$ cat config.mk
export PLATFORM = sky130hd
export DESIGN_NAME = instr_decode_stage_flat
export DESIGN_NICKNAME = d
export VERILOG_FILES = /design/src/rtl/instr_decode_stage_if.sv /design/src/rtl/instr_decode_stage.sv /design/src/flat_wrapper.sv
export SDC_FILE = /design/constraint.sdc
export NUM_CORES = 1
export LEC_CHECK = 0
export CAP_MARGIN = 20
export CORE_MARGIN = 2
export CORE_UTILIZATION = 50
export CTS_CLUSTER_DIAMETER = 30
export DETAILED_ROUTE_END_ITERATION = 10
export PLACE_DENSITY = 0.77
export SLEW_MARGIN = 30
export SYNTH_ARGS = -nofsm -noshare
export SYNTH_HDL_FRONTEND = slang
export SYNTH_SLANG_ARGS = --single-unit
$ cat constraint.sdc
create_clock -name clk -period 5.4 [get_ports clk]
set_input_delay 0.81 -clock clk [delete_from_list [all_inputs] [get_ports clk]]
set_output_delay 0.81 -clock clk [all_outputs]
set_load 0.005 [all_outputs]
$ cat src/rtl/instr_decode_stage_if.sv
// Handshake bundle between the fetch side, the decode stage and the control ROM side.
// slave is the decode stage's view; master is the view of whoever drives it.
interface instr_decode_stage_if #(
    parameter int INSTR_W = 32,
    parameter int CNT_W   = 8
);
    logic               instr_valid;
    logic [INSTR_W-1:0] instr;
    logic               instr_ready;
    logic               dec_valid;
    logic [63:0]        dec_onehot;
    logic [INSTR_W-7:0] dec_operand;
    logic               dec_illegal;
    logic               dec_ready;
    logic [CNT_W-1:0]   illegal_count;

    modport slave (
        input  instr_valid, instr, dec_ready,
        output instr_ready, dec_valid, dec_onehot, dec_operand, dec_illegal, illegal_count
    );

    modport master (
        output instr_valid, instr, dec_ready,
        input  instr_ready, dec_valid, dec_onehot, dec_operand, dec_illegal, illegal_count
    );
endinterface

$ cat src/rtl/instr_decode_stage.sv
// Decodes 6-bit opcodes to a one-hot control-ROM word at enqueue and buffers
// up to two decoded instructions; counts consumed illegal opcodes (saturating).
module instr_decode_stage #(
    parameter int          INSTR_W    = 32,
    parameter logic [63:0] LEGAL_MASK = 64'h0800_0000_0200_7010,
    parameter int          CNT_W      = 8
) (
    input  logic                  clk,
    input  logic                  rst_n,
    input  logic                  flush,
    instr_decode_stage_if.slave   bus
);
    localparam int OP_W = INSTR_W - 6;

    logic [1:0][63:0]     onehot_q;
    logic [1:0][OP_W-1:0] operand_q;
    logic [1:0]           illegal_q;
    logic                 wr_ptr, rd_ptr;
    logic [1:0]           count;
    logic [CNT_W-1:0]     ill_cnt;

    logic [5:0]      opcode;
    logic            legal;
    logic [63:0]     onehot_d;
    logic            push, pop;

    assign opcode   = bus.instr[INSTR_W-1 -: 6];
    assign legal    = LEGAL_MASK[opcode];
    assign onehot_d = legal ? (64'd1 << opcode) : 64'd0;

    // Ready depends only on registered occupancy, never on downstream ready.
    assign bus.instr_ready = (count < 2'd2);
    assign bus.dec_valid   = (count != 2'd0);
    assign push = bus.instr_valid & bus.instr_ready;
    assign pop  = bus.dec_valid & bus.dec_ready;

    assign bus.dec_onehot    = bus.dec_valid ? onehot_q[rd_ptr]  : 64'd0;
    assign bus.dec_operand   = bus.dec_valid ? operand_q[rd_ptr] : '0;
    assign bus.dec_illegal   = bus.dec_valid ? illegal_q[rd_ptr] : 1'b0;
    assign bus.illegal_count = ill_cnt;

    always_ff @(posedge clk) begin
        if (!rst_n) begin
            onehot_q  <= '0;
            operand_q <= '0;
            illegal_q <= '0;
            wr_ptr    <= 1'b0;
            rd_ptr    <= 1'b0;
            count     <= 2'd0;
            ill_cnt   <= '0;
        end else if (flush) begin
            // Flush drops everything in flight, including a same-cycle push or pop.
            wr_ptr <= 1'b0;
            rd_ptr <= 1'b0;
            count  <= 2'd0;
        end else begin
            if (push) begin
                onehot_q[wr_ptr]  <= onehot_d;
                operand_q[wr_ptr] <= bus.instr[OP_W-1:0];
                illegal_q[wr_ptr] <= ~legal;
                wr_ptr            <= ~wr_ptr;
            end
            if (pop) begin
                rd_ptr <= ~rd_ptr;
                if (illegal_q[rd_ptr] && !(&ill_cnt))
                    ill_cnt <= ill_cnt + 1'b1;
            end
            case ({push, pop})
                2'b10:   count <= count + 2'd1;
                2'b01:   count <= count - 2'd1;
                default: count <= count;
            endcase
        end
    end
endmodule

$ cat src/flat_wrapper.sv
// flat-port wrapper written by rule: the top's interface ports become plain ports
module instr_decode_stage_flat 
#(
    parameter int          INSTR_W    = 32,
    parameter logic [63:0] LEGAL_MASK = 64'h0800_0000_0200_7010,
    parameter int          CNT_W      = 8
)
  (clk, rst_n, flush, bus_instr_valid, bus_instr, bus_dec_ready, bus_instr_ready, bus_dec_valid, bus_dec_onehot, bus_dec_operand, bus_dec_illegal, bus_illegal_count);
  instr_decode_stage_if #(.INSTR_W(INSTR_W), .CNT_W(CNT_W)) bus_i ();
  input  logic clk;
  input  logic rst_n;
  input  logic flush;
  input wire logic [$bits(bus_i.instr_valid)-1:0] bus_instr_valid;
  input wire logic [$bits(bus_i.instr)-1:0] bus_instr;
  input wire logic [$bits(bus_i.dec_ready)-1:0] bus_dec_ready;
  output wire logic [$bits(bus_i.instr_ready)-1:0] bus_instr_ready;
  output wire logic [$bits(bus_i.dec_valid)-1:0] bus_dec_valid;
  output wire logic [$bits(bus_i.dec_onehot)-1:0] bus_dec_onehot;
  output wire logic [$bits(bus_i.dec_operand)-1:0] bus_dec_operand;
  output wire logic [$bits(bus_i.dec_illegal)-1:0] bus_dec_illegal;
  output wire logic [$bits(bus_i.illegal_count)-1:0] bus_illegal_count;
  assign bus_i.instr_valid = bus_instr_valid;
  assign bus_i.instr = bus_instr;
  assign bus_i.dec_ready = bus_dec_ready;
  assign bus_instr_ready = bus_i.instr_ready;
  assign bus_dec_valid = bus_i.dec_valid;
  assign bus_dec_onehot = bus_i.dec_onehot;
  assign bus_dec_operand = bus_i.dec_operand;
  assign bus_dec_illegal = bus_i.dec_illegal;
  assign bus_illegal_count = bus_i.illegal_count;
  instr_decode_stage #(.INSTR_W(INSTR_W), .LEGAL_MASK(LEGAL_MASK), .CNT_W(CNT_W)) u_core (.clk(clk), .rst_n(rst_n), .flush(flush), .bus(bus_i));
endmodule
==> results by group <==
Run status
  • Outcome: completed

Power and ir drop
  • Leak Pwr: approximately 3.2 nW
  • Power Dens Cells: 301 nW/um^2
  • Peak VDD IR: roughly 0.25 mV

Min path
  • Tightest Hold Check Type: reg2reg
  • Worst hold start: u_core.onehot_q[2]$_SDFFE_PN0P_

Place
  • Pre-CTS setup slack: 2.33 ns
  • Placed cell area: 8900 sq um
  • Hpwl dp: about 10000 microns
  • RD Place Congestion: 0.747
  • I/O Buffers: ~140

Finish
  • Most common cell after layout, fill and taps aside: dfxtp_1
  • Design area: 9490 sq um
  • Layout cells sized above 1: 0.0511
  • Commonest non-fill, non-tap cells in the layout: 193 x dfxtp_1, 137 x clkdlybuf4s50_1, 127 x nand2_1
  • N_diodes: 0
  • Area delta synth->final: 28.1%
  • Final nets: between 900 and 1000

Synthesis
  • Multiplexer share of the synthesized area: 0.124
  • Most area-hungry cell type in the Yosys netlist: dfxtp_1
  • Mapped Cells: just over 800
  • Number of synthesized flops with an enable pin: 0
  • Largest family of logic cells by synthesized area: simple AND/OR/NAND/NOR gates
  • Ranking of synthesized cells by area: dfxtp_1 52%, mux2i_1 12%, and2_1 9.9%
  • Compound-cell area share of the yosys netlist: 0.0606
  • Synth Area in XOR/XNOR: 0.00709
  • Synth Area in Adders: 0.00338
  • Post-Syn Area: about 7400 sq um
  • Synth Area in Simple Gates: 0.247
  • Distinct cell type count of the synthesized netlist: 36
  • Post-synthesis sequential area ratio: 0.524
  • Avg Cell Area, Syn: 9.07 sq um
  • Syn Nets: 856
  • Synthesized flop and latch total: roughly 190
  • Top cell type's share of synthesized area: 0.524
  • Async set or reset register ratio after synthesis: 0
  • Primary FF master, synth: dfxtp_1
  • Synth Warn #: 0

Timing
  • Slew @ Worst Pin: approximately 0.75 ns
  • Final setup margin: 1.90 ns
  • Fin crit period: roughly 3.5 ns
  • Final Cycle Share: 0.647
  • Setup_tns: 0 ns
  • Unrepaired setup endpoints after global routing: false
  • Fin. max-slew vios: 0
  • Final Hold Violating Endpoints: 0
  • Highest clock rate: roughly 290 MHz
  • Max_slew headroom: 0.497
  • Worst hold margin: about 0.46 ns
  • Worst Skew: around 0.0049 ns
  • Final setup fails: 0

CTS
  • Hold-fix buffers, CTS: 0
  • CTS tree: done
  • Post-CTS setup buffers: 0
  • Max H-tree Level: 4
  • Post-cts resize count: 0
  • # clock sinks: between 150 and 200
  • CTS Buffer Depth: 2
  • Root Driver: clkbuf_16
  • Clock Latency Late Sink: between 0.4 and 0.5 ns
  • TritonCTS buffer count: 17
  • Clock slew at reported path FFs: approximately 0.06 ns

Job
  • Maxcap violations: 0

Die
  • Die W: around 130 microns
  • Io pins: between 100 and 150
  • Core area: between 10000 and 15000 sq um
  • Die height: about 130 microns
  • Die area: 15800 sq um
  • Starting density of the core: 0.512
  • Core Rows: 44

Route
  • DRC: 0
  • Post-detailed-route wirelength per cell: roughly 14 microns
  • Final WL: ~16000 microns
  • Number of routed nets with antenna violations: 0
  • DRT Pass-1 Iters: 5
  • DRT iter0 DRCs: around 380
  • Routed vias: roughly 5700
  • Drt via density: slightly above 5

Critical path
  • Crit Path Class: reg2out
  • Worst Setup SP: u_core.rd_ptr$_SDFFE_PP0P_
  • Reg2reg start: u_core.rd_ptr$_SDFFE_PP0P_
  • Worst Path Required: around 4.6 ns
  • Worst setup EP type: output port
  • Worst setup SP type: flip-flop
  • Worst Path Arrival: ~2.7 ns
  • Crit path max fanout: 37

GRT
  • Gr usage total: 0.205
  • First-pass GRT wire length: 26500 microns
  • Vias in the first global route: ~5500
  • Initial antenna violation count: 0
  • Total gr overflow: 0
  • Pin count of the biggest net entering global routing: 54
## state kept, by name, indices dropped and copies added, names as in the netlist
| name | cells |
|---|---|
| u_core.onehot_q | 128 |
| u_core.operand_q | 52 |
| u_core.bus.illegal_count | 8 |
| u_core.count | 2 |
| u_core.illegal_q | 2 |
| u_core.rd_ptr | 1 |
| u_core.wr_ptr | 1 |
## where the power goes
part | total [mW] | internal (mW) | leakage [nW] | switching (mW)
Clock | 1.24 | 0.729 | 0.285 | 0.512
Sequential | 1.46 | 1.45 | 1.57 | 0.0125
Combinational | 0.160 | 0.0647 | 1.39 | 0.0950
Total | 2.86 | 2.24 | 3.24 | 0.619
## cell type report
class                           count  area [sq um]
Fill cell                        1178          4990
Sequential cell                   194          3890
Multi-Input combinational cell    562          3300
Timing Repair Buffer              147          1470
Clock buffer                       23           488
Tap cell                          184           230
Clock inverter                      8           103
Inverter                            5          18.8
## metrics by stage
stage                     total power [mW]   util  std cells
after detailed placement              1.65  0.615       1092
after CTS                             2.88  0.656       1123
after global placement                1.64  0.613       1091
final                                 2.86  0.656       1123
after floorplan                       1.58      -        817
after global routing                  2.94  0.656       1123
## Yosys cell counts, types with 5 or more instances
library cell / count
a21oi_1: 69
and2_1: 117
buf_2: 10
clkbuf_1: 45
dfxtp_1: 194
inv_1: 5
mux2i_1: 92
nand2_1: 127
nor2_1: 102
or3_1: 5
xor2_1: 5
## path summary, 6_finish.rpt
| path | to | depth (start not counted) | slack [ns] |
|---|---|---|---|
| max | bus_dec_onehot[37] | 4 | 1.90 |
| min | u_core.onehot_q[2]$_SDFFE_PN0P_ | 1 | 0.46 |
| max reg2reg | u_core.bus.illegal_count[7]$_SDFFE_PN0P_ | 4 | 3.13 |
| min reg2reg | u_core.onehot_q[2]$_SDFFE_PN0P_ | 1 | 0.46 |
## critical path, cell delays in order (launching register included)
cell             delay, ns
dfxtp_4               0.79
buf_4                 0.60
mux2i_1               0.33
nor2_1                0.06
clkdlybuf4s50_1       0.45
## metal layers
| layer | up-vias | global-route usage | share of wire | routed length (microns) |
|---|---|---|---|---|
| li1 | 2884 | - | - | - |
| met1 | 2596 | 0.282 | 0.48 | 7600 |
| met2 | 176 | 0.315 | 0.44 | 7020 |
| met3 | 20 | 0.0506 | 0.058 | 919 |
| met4 | 0 | 0.0732 | 0.015 | 238 |
| met5 | - | 0 | 0 | 0 |
## cell families after synthesis
family,Yosys count
simple gates,379
flops,194
mux,92
compound gates,83
buf+inv,61
xor+xnor,6
fa+ha+maj,2
(Power assumes the default switching activity.)
==> RTL edit 1, RTL diff (config.mk and constraints unchanged) <==
`INSTR_W` is set to 32 in 3 places; all go to 64.
--- a/src/rtl/instr_decode_stage_if.sv
+++ b/src/rtl/instr_decode_stage_if.sv
@@ -1,7 +1,7 @@
 // Handshake bundle between the fetch side, the decode stage and the control ROM side.
 // slave is the decode stage's view; master is the view of whoever drives it.
 interface instr_decode_stage_if #(
-    parameter int INSTR_W = 32,
+    parameter int INSTR_W = 64,
     parameter int CNT_W   = 8
 );
     logic               instr_valid;
--- a/src/rtl/instr_decode_stage.sv
+++ b/src/rtl/instr_decode_stage.sv
@@ -1,7 +1,7 @@
 // Decodes 6-bit opcodes to a one-hot control-ROM word at enqueue and buffers
 // up to two decoded instructions; counts consumed illegal opcodes (saturating).
 module instr_decode_stage #(
-    parameter int          INSTR_W    = 32,
+    parameter int          INSTR_W    = 64,
     parameter logic [63:0] LEGAL_MASK = 64'h0800_0000_0200_7010,
     parameter int          CNT_W      = 8
 ) (
--- a/src/flat_wrapper.sv
+++ b/src/flat_wrapper.sv
@@ -1,7 +1,7 @@
 // flat-port wrapper written by rule: the top's interface ports become plain ports
 module instr_decode_stage_flat 
 #(
-    parameter int          INSTR_W    = 32,
+    parameter int          INSTR_W    = 64,
     parameter logic [63:0] LEGAL_MASK = 64'h0800_0000_0200_7010,
     parameter int          CNT_W      = 8
 )
Interface: changed (resized bus_dec_operand and bus_instr); port bits go from 138 to 202. No check against the original RTL was run, so the function may have changed too.
==> RTL edit 1 against the unedited design <==
Area after synthesis up 37%. Final area increased by 45%. Sequential cell count up 64. Worst setup slack worse by 200 ps. Die area grew 35%. Routed wire length up 57%. Total power grew 80%. Count of clock-buffer cells in the layout grew 43. Largest cell class unchanged. Largest power group is now the clock network. Highest routed layer unchanged.
==> RTL edit 1: results (changes against the unedited design) <==
[run_status]
run_status = finished, final reports clean

[detailed_routing]
avgViaCountPerCell = 5.15  ; +2.0%
detailroute.wirelength.met2_mm = 11.5  ; +63%
met1_length_mm = 11.1  ; +47%
first_drt_iteration_drcs = 497  ; +29%
met3RoutedLength_mm = 1.83  ; +99%

[placed_design]
gpl.final_weighted_congestion = 0.791  ; +5.9%
io_buffer_count = 201  ; +47%
detailedPlace.worstSlack_ps = 2160  ; -176 ps
hpwl_dp_mm = 14.2  ; +41%

[logic_synthesis]
synth_top_cells_by_count = 260 x sky130_fd_sc_hd__nand2_1, 258 x sky130_fd_sc_hd__dfxtp_1, 135 x sky130_fd_sc_hd__a21oi_1
synth_top_cells_by_area = sky130_fd_sc_hd__dfxtp_1 51%, sky130_fd_sc_hd__mux2i_1 12%, sky130_fd_sc_hd__nand2_1 9.6%
synth.distinct_cells = 37  ; +2.8%
part_of_the_yosys_area_used_for_sequential_elements = 0.510  ; -0.0139

[global_route]
grt_pass1_vias = 8092  ; +48%
grt_start_max_net_pins = 120  ; +120%
grt_met2_usage = 0.368  ; +0.0528
grt_util_met1 = 0.289  ; +0.00701
grt.total_usage = 0.223  ; +0.0185
gr-usage-met3 = 0.0663  ; +0.0157
grt_pass1_wl_mm = 40.3  ; +52%

[final_layout]
fin_nets = 1414  ; +46%
drive_gt1_frac = 0.0691  ; +0.0180
fill_cell_count = 1616  ; +37%

[critical_path]
timing.critical_path.fanout_max = 40  ; +8.1%
cp_slowest_stage_delay_ps = 720  ; -70 ps
worst-r2r-cell-count = 5  ; +1
rr_startpoint = u_core.rd_ptr$_SDFFE_PP0P_
ff_to_ff_end = u_core.bus.illegal_count[5]$_SDFFE_PN0P_
regToRegSetupSlack_ps = 2800  ; -330 ps
worstPathArrival_ps = 2890  ; +200 ps

[sta]
max_slew.worst_pin.slew_ps = 906  ; +152 ps
hold_ws_ps = 450  ; -5.02 ps
clock_skew_ps = 10.2  ; +5.29 ps

[power_and_ir_drop]
cellLeakagePower_nw = 5.07  ; +56%
powerClk_mw = 2.92  ; +140%
sw_frac_of_total = 0.211  ; -0.00559
p_comb_mw = 0.260  ; +62%
worst_ir_drop_vdd_mv = 0.248  ; -1.6%

[clock_network]
clock_tree.buffer_depth = 3  ; +1
clk_pin_slew_worst_paths_ps = 40  ; -20 ps
clk_latency_ps = 520  ; +100 ps
cts_max_level = 2  ; -2
numCtsBuffers = 46  ; +29

[hold_path]
hold_start = u_core.operand_q[31]$_SDFFE_PN0P_
hold-path-endpoint = u_core.operand_q[31]$_SDFFE_PN0P_
whs_path_depth = 2  ; +1

## RTL edit 1: cell types whose count changed in the layout (fill, tap and decap cells not counted), sizes merged, moves of 32 or more
cell           delta
a21oi            +66
clkdlybuf4s50    +63
and2            -116
and3            +115
dfxtp            +64
clkbuf           +43
nand2           +133
mux2i            +32
## RTL edit 1: cells by family (layout without fill, tap and decap cells)
kind of cell / Yosys count / in the layout / synth area share
AND/OR/NAND/NOR: 539 / 539 / 0.237
flip-flops: 258 / 258 / 0.510
AO/OA/AOI/OAI: 148 / 148 / 0.0762
multiplexers: 124 / 124 / 0.123
buffers and inverters: 105 / 299 / 0.0467
XOR/XNOR: 5 / 5 / 0.00433
adder cells (fa/ha/maj): 2 / 2 / 0.00247
## RTL edit 1: per-stage QoR
stage,total power [mW],instance area [um2],instances
after floorplan,2.14,10100,1181
after global placement,2.25,12100,1565
after detailed placement,2.25,12100,1565
after CTS,5.17,13700,1645
after global routing,5.30,13800,1645
final,5.14,13800,1645
## RTL edit 1: worst min-delay path, cell delays in order, from the launching register on
cell	delay, ps
sky130_fd_sc_hd__dfxtp_1	300
sky130_fd_sc_hd__nand2_1	50
sky130_fd_sc_hd__a21oi_1	50
## RTL edit 1: area by class of cell
cell class,count,area share
sequential,258,0.376
clock inverter,14,0.0154
multi-input combinational,818,0.328
inverter,7,0.00209
clock buffer,66,0.101
timing repair buffer,212,0.153
tap,270,0.0246
## RTL edit 1: worst max-delay path by stage
stage,to,slack [ps],cells after the start
finish,bus_dec_operand[28],1700,4
global route,bus_dec_operand[1],1610,4
CTS,bus_dec_operand[22],1700,4
detailed placement,u_core.operand_q[107]$_SDFFE_PN0P_,2160,6
global placement,u_core.operand_q[71]$_SDFFE_PN0P_,2190,6
floorplan,bus_dec_onehot[0],3340,4
==> RTL edit 2, RTL diff (same settings) <==
Without the edit above. Make the reset (`rst_n`) asynchronous in one clocked block.
--- a/src/rtl/instr_decode_stage.sv
+++ b/src/rtl/instr_decode_stage.sv
@@ -39,7 +39,7 @@
     assign bus.dec_illegal   = bus.dec_valid ? illegal_q[rd_ptr] : 1'b0;
     assign bus.illegal_count = ill_cnt;
 
-    always_ff @(posedge clk) begin
+    always_ff @(posedge clk or negedge rst_n) begin
         if (!rst_n) begin
             onehot_q  <= '0;
             operand_q <= '0;
Formal check against the unedited RTL: differs if rst_n is asserted again (counterexample within 4 cycles, from zero or initial values and one cycle with rst_n low); with rst_n held inactive, the same outputs for 4 cycles.
==> RTL edit 2 against the unedited design <==
Die area is 12% higher. Final area grew 9.6%. Fmax down 1.5%. Critical path type unchanged. Critical endpoint is now bus_dec_onehot[2]. Sequential cell count unchanged. Sequential share of layout area up 5.7 points. First-iteration DRC count is 17% lower. Routed wire length grew 7.0%. Global-route usage fell by 0.55 points. Worst setup slack worse by 53 ps. Critical path depth unchanged. Core utilization down 2.1 points. Area after synthesis grew 12%.
Power is not compared: it rests on default switching activity, and its combinational part moved more than twofold at a synthesized area within 25%.
==> RTL edit 2: results (changes against the unedited design) <==
[detailed_routing]
detailroute.wirelength.met2_mm = 7.89  ; +12%
met3RoutedLength_um = 668  ; -27%
count_of_tritonroute_iterations_in_the_first_routing_pass = 4  ; -1
avgViaCountPerCell = 4.91  ; -2.8%
detail_route.wirelength_mm = 16.9  ; +7.0%

[critical_path]
timing.critical_path.fanout_max = 53  ; +43%
cp_slowest_stage_delay_ps = 1050  ; +260 ps
path_delay_family = flip-flops
cp_slowest_cell = sky130_fd_sc_hd__dfrtp_4
worst-r2r-cell-count = 3  ; -1

[final_layout]
fill_cell_count = 1318  ; +12%

[global_route]
grt_pass1_wl_mm = 28.1  ; +6.2%
grt_pass1_vias = 5535  ; +1.2%
grt_start_max_net_pins = 132  ; +140%

[logic_synthesis]
synth_top_cells_by_count = 194 x sky130_fd_sc_hd__dfrtp_1, 172 x sky130_fd_sc_hd__nand2_1, 106 x sky130_fd_sc_hd__and2_1
synth_top_cells_by_area = sky130_fd_sc_hd__dfrtp_1 59%, sky130_fd_sc_hd__mux2i_1 11%, sky130_fd_sc_hd__and2_1 8.0%
part_of_the_yosys_area_used_for_sequential_elements = 0.585  ; +0.0610
synth.distinct_cells = 42  ; +17%

[run_status]
run_status = finished, final reports clean

[placed_design]
placedInstanceArea_um2 = 9820  ; +10%
detailedPlace.worstSlack_ps = 2180  ; -152 ps
hpwl_dp_mm = 10.2  ; +1.7%

[hold_path]
timing.hold.worst.class = input port to asynchronous set/reset pin

[sta]
clock_skew_ps = 8.37  ; +3.45 ps
max_slew.worst_pin.slew_ps = 958  ; +204 ps

==> RTL edit 2: power by group through the flow <==
stage | clock network [mW] | registers [mW] | logic, mW
after floorplan | 0 | 1.65 | 0.242
after global placement | 0 | 1.68 | 0.390
after detailed placement | 0 | 1.68 | 0.403
after CTS | 1.28 | 1.66 | 0.406
after global routing | 1.33 | 1.67 | 0.446
final | 1.25 | 1.66 | 0.397
==> RTL edit 2: layout make-up <==
type | instances | area [um2] | share of cell area
Clock inverter | 12 | 139 | 0.0133
Multi-Input combinational cell | 536 | 3180 | 0.305
Tap cell | 220 | 275 | 0.0264
Sequential cell | 194 | 4860 | 0.467
Clock buffer | 20 | 447 | 0.0429
Timing Repair Buffer | 146 | 1500 | 0.144
Inverter | 3 | 11.3 | 0.00108
==> RTL edit 2: path summary, 6_finish.rpt <==
path	start	endpoint	slack, ps
min	rst_n	u_core.bus.illegal_count[3]$_DFFE_PN0P_	400
min in group clk	u_core.operand_q[9]$_DFFE_PN0P_	u_core.operand_q[9]$_DFFE_PN0P_	470
min reg2reg	u_core.operand_q[9]$_DFFE_PN0P_	u_core.operand_q[9]$_DFFE_PN0P_	470
max reg2reg	u_core.rd_ptr$_DFFE_PN0P_	u_core.bus.illegal_count[1]$_DFFE_PN0P_	2880
max	u_core.rd_ptr$_DFFE_PN0P_	bus_dec_onehot[2]	1850
max in group asynchronous	rst_n	u_core.onehot_q[3]$_DFFE_PN0P_	4060
==> RTL edit 2: cell families after synthesis <==
group,after synthesis,synth area share
xor+xnor,11,0.0116
simple gates,410,0.234
buf+inv,53,0.0345
compound gates,20,0.0189
fa+ha+maj,1,0.00151
flops,194,0.585
mux,94,0.114
==> RTL edit 2: metal layers <==
layer,track usage,vias up
met2,0.307,126
li1,-,2715
met5,0,-
met1,0.288,2703
met4,0.0621,0
met3,0.0395,14
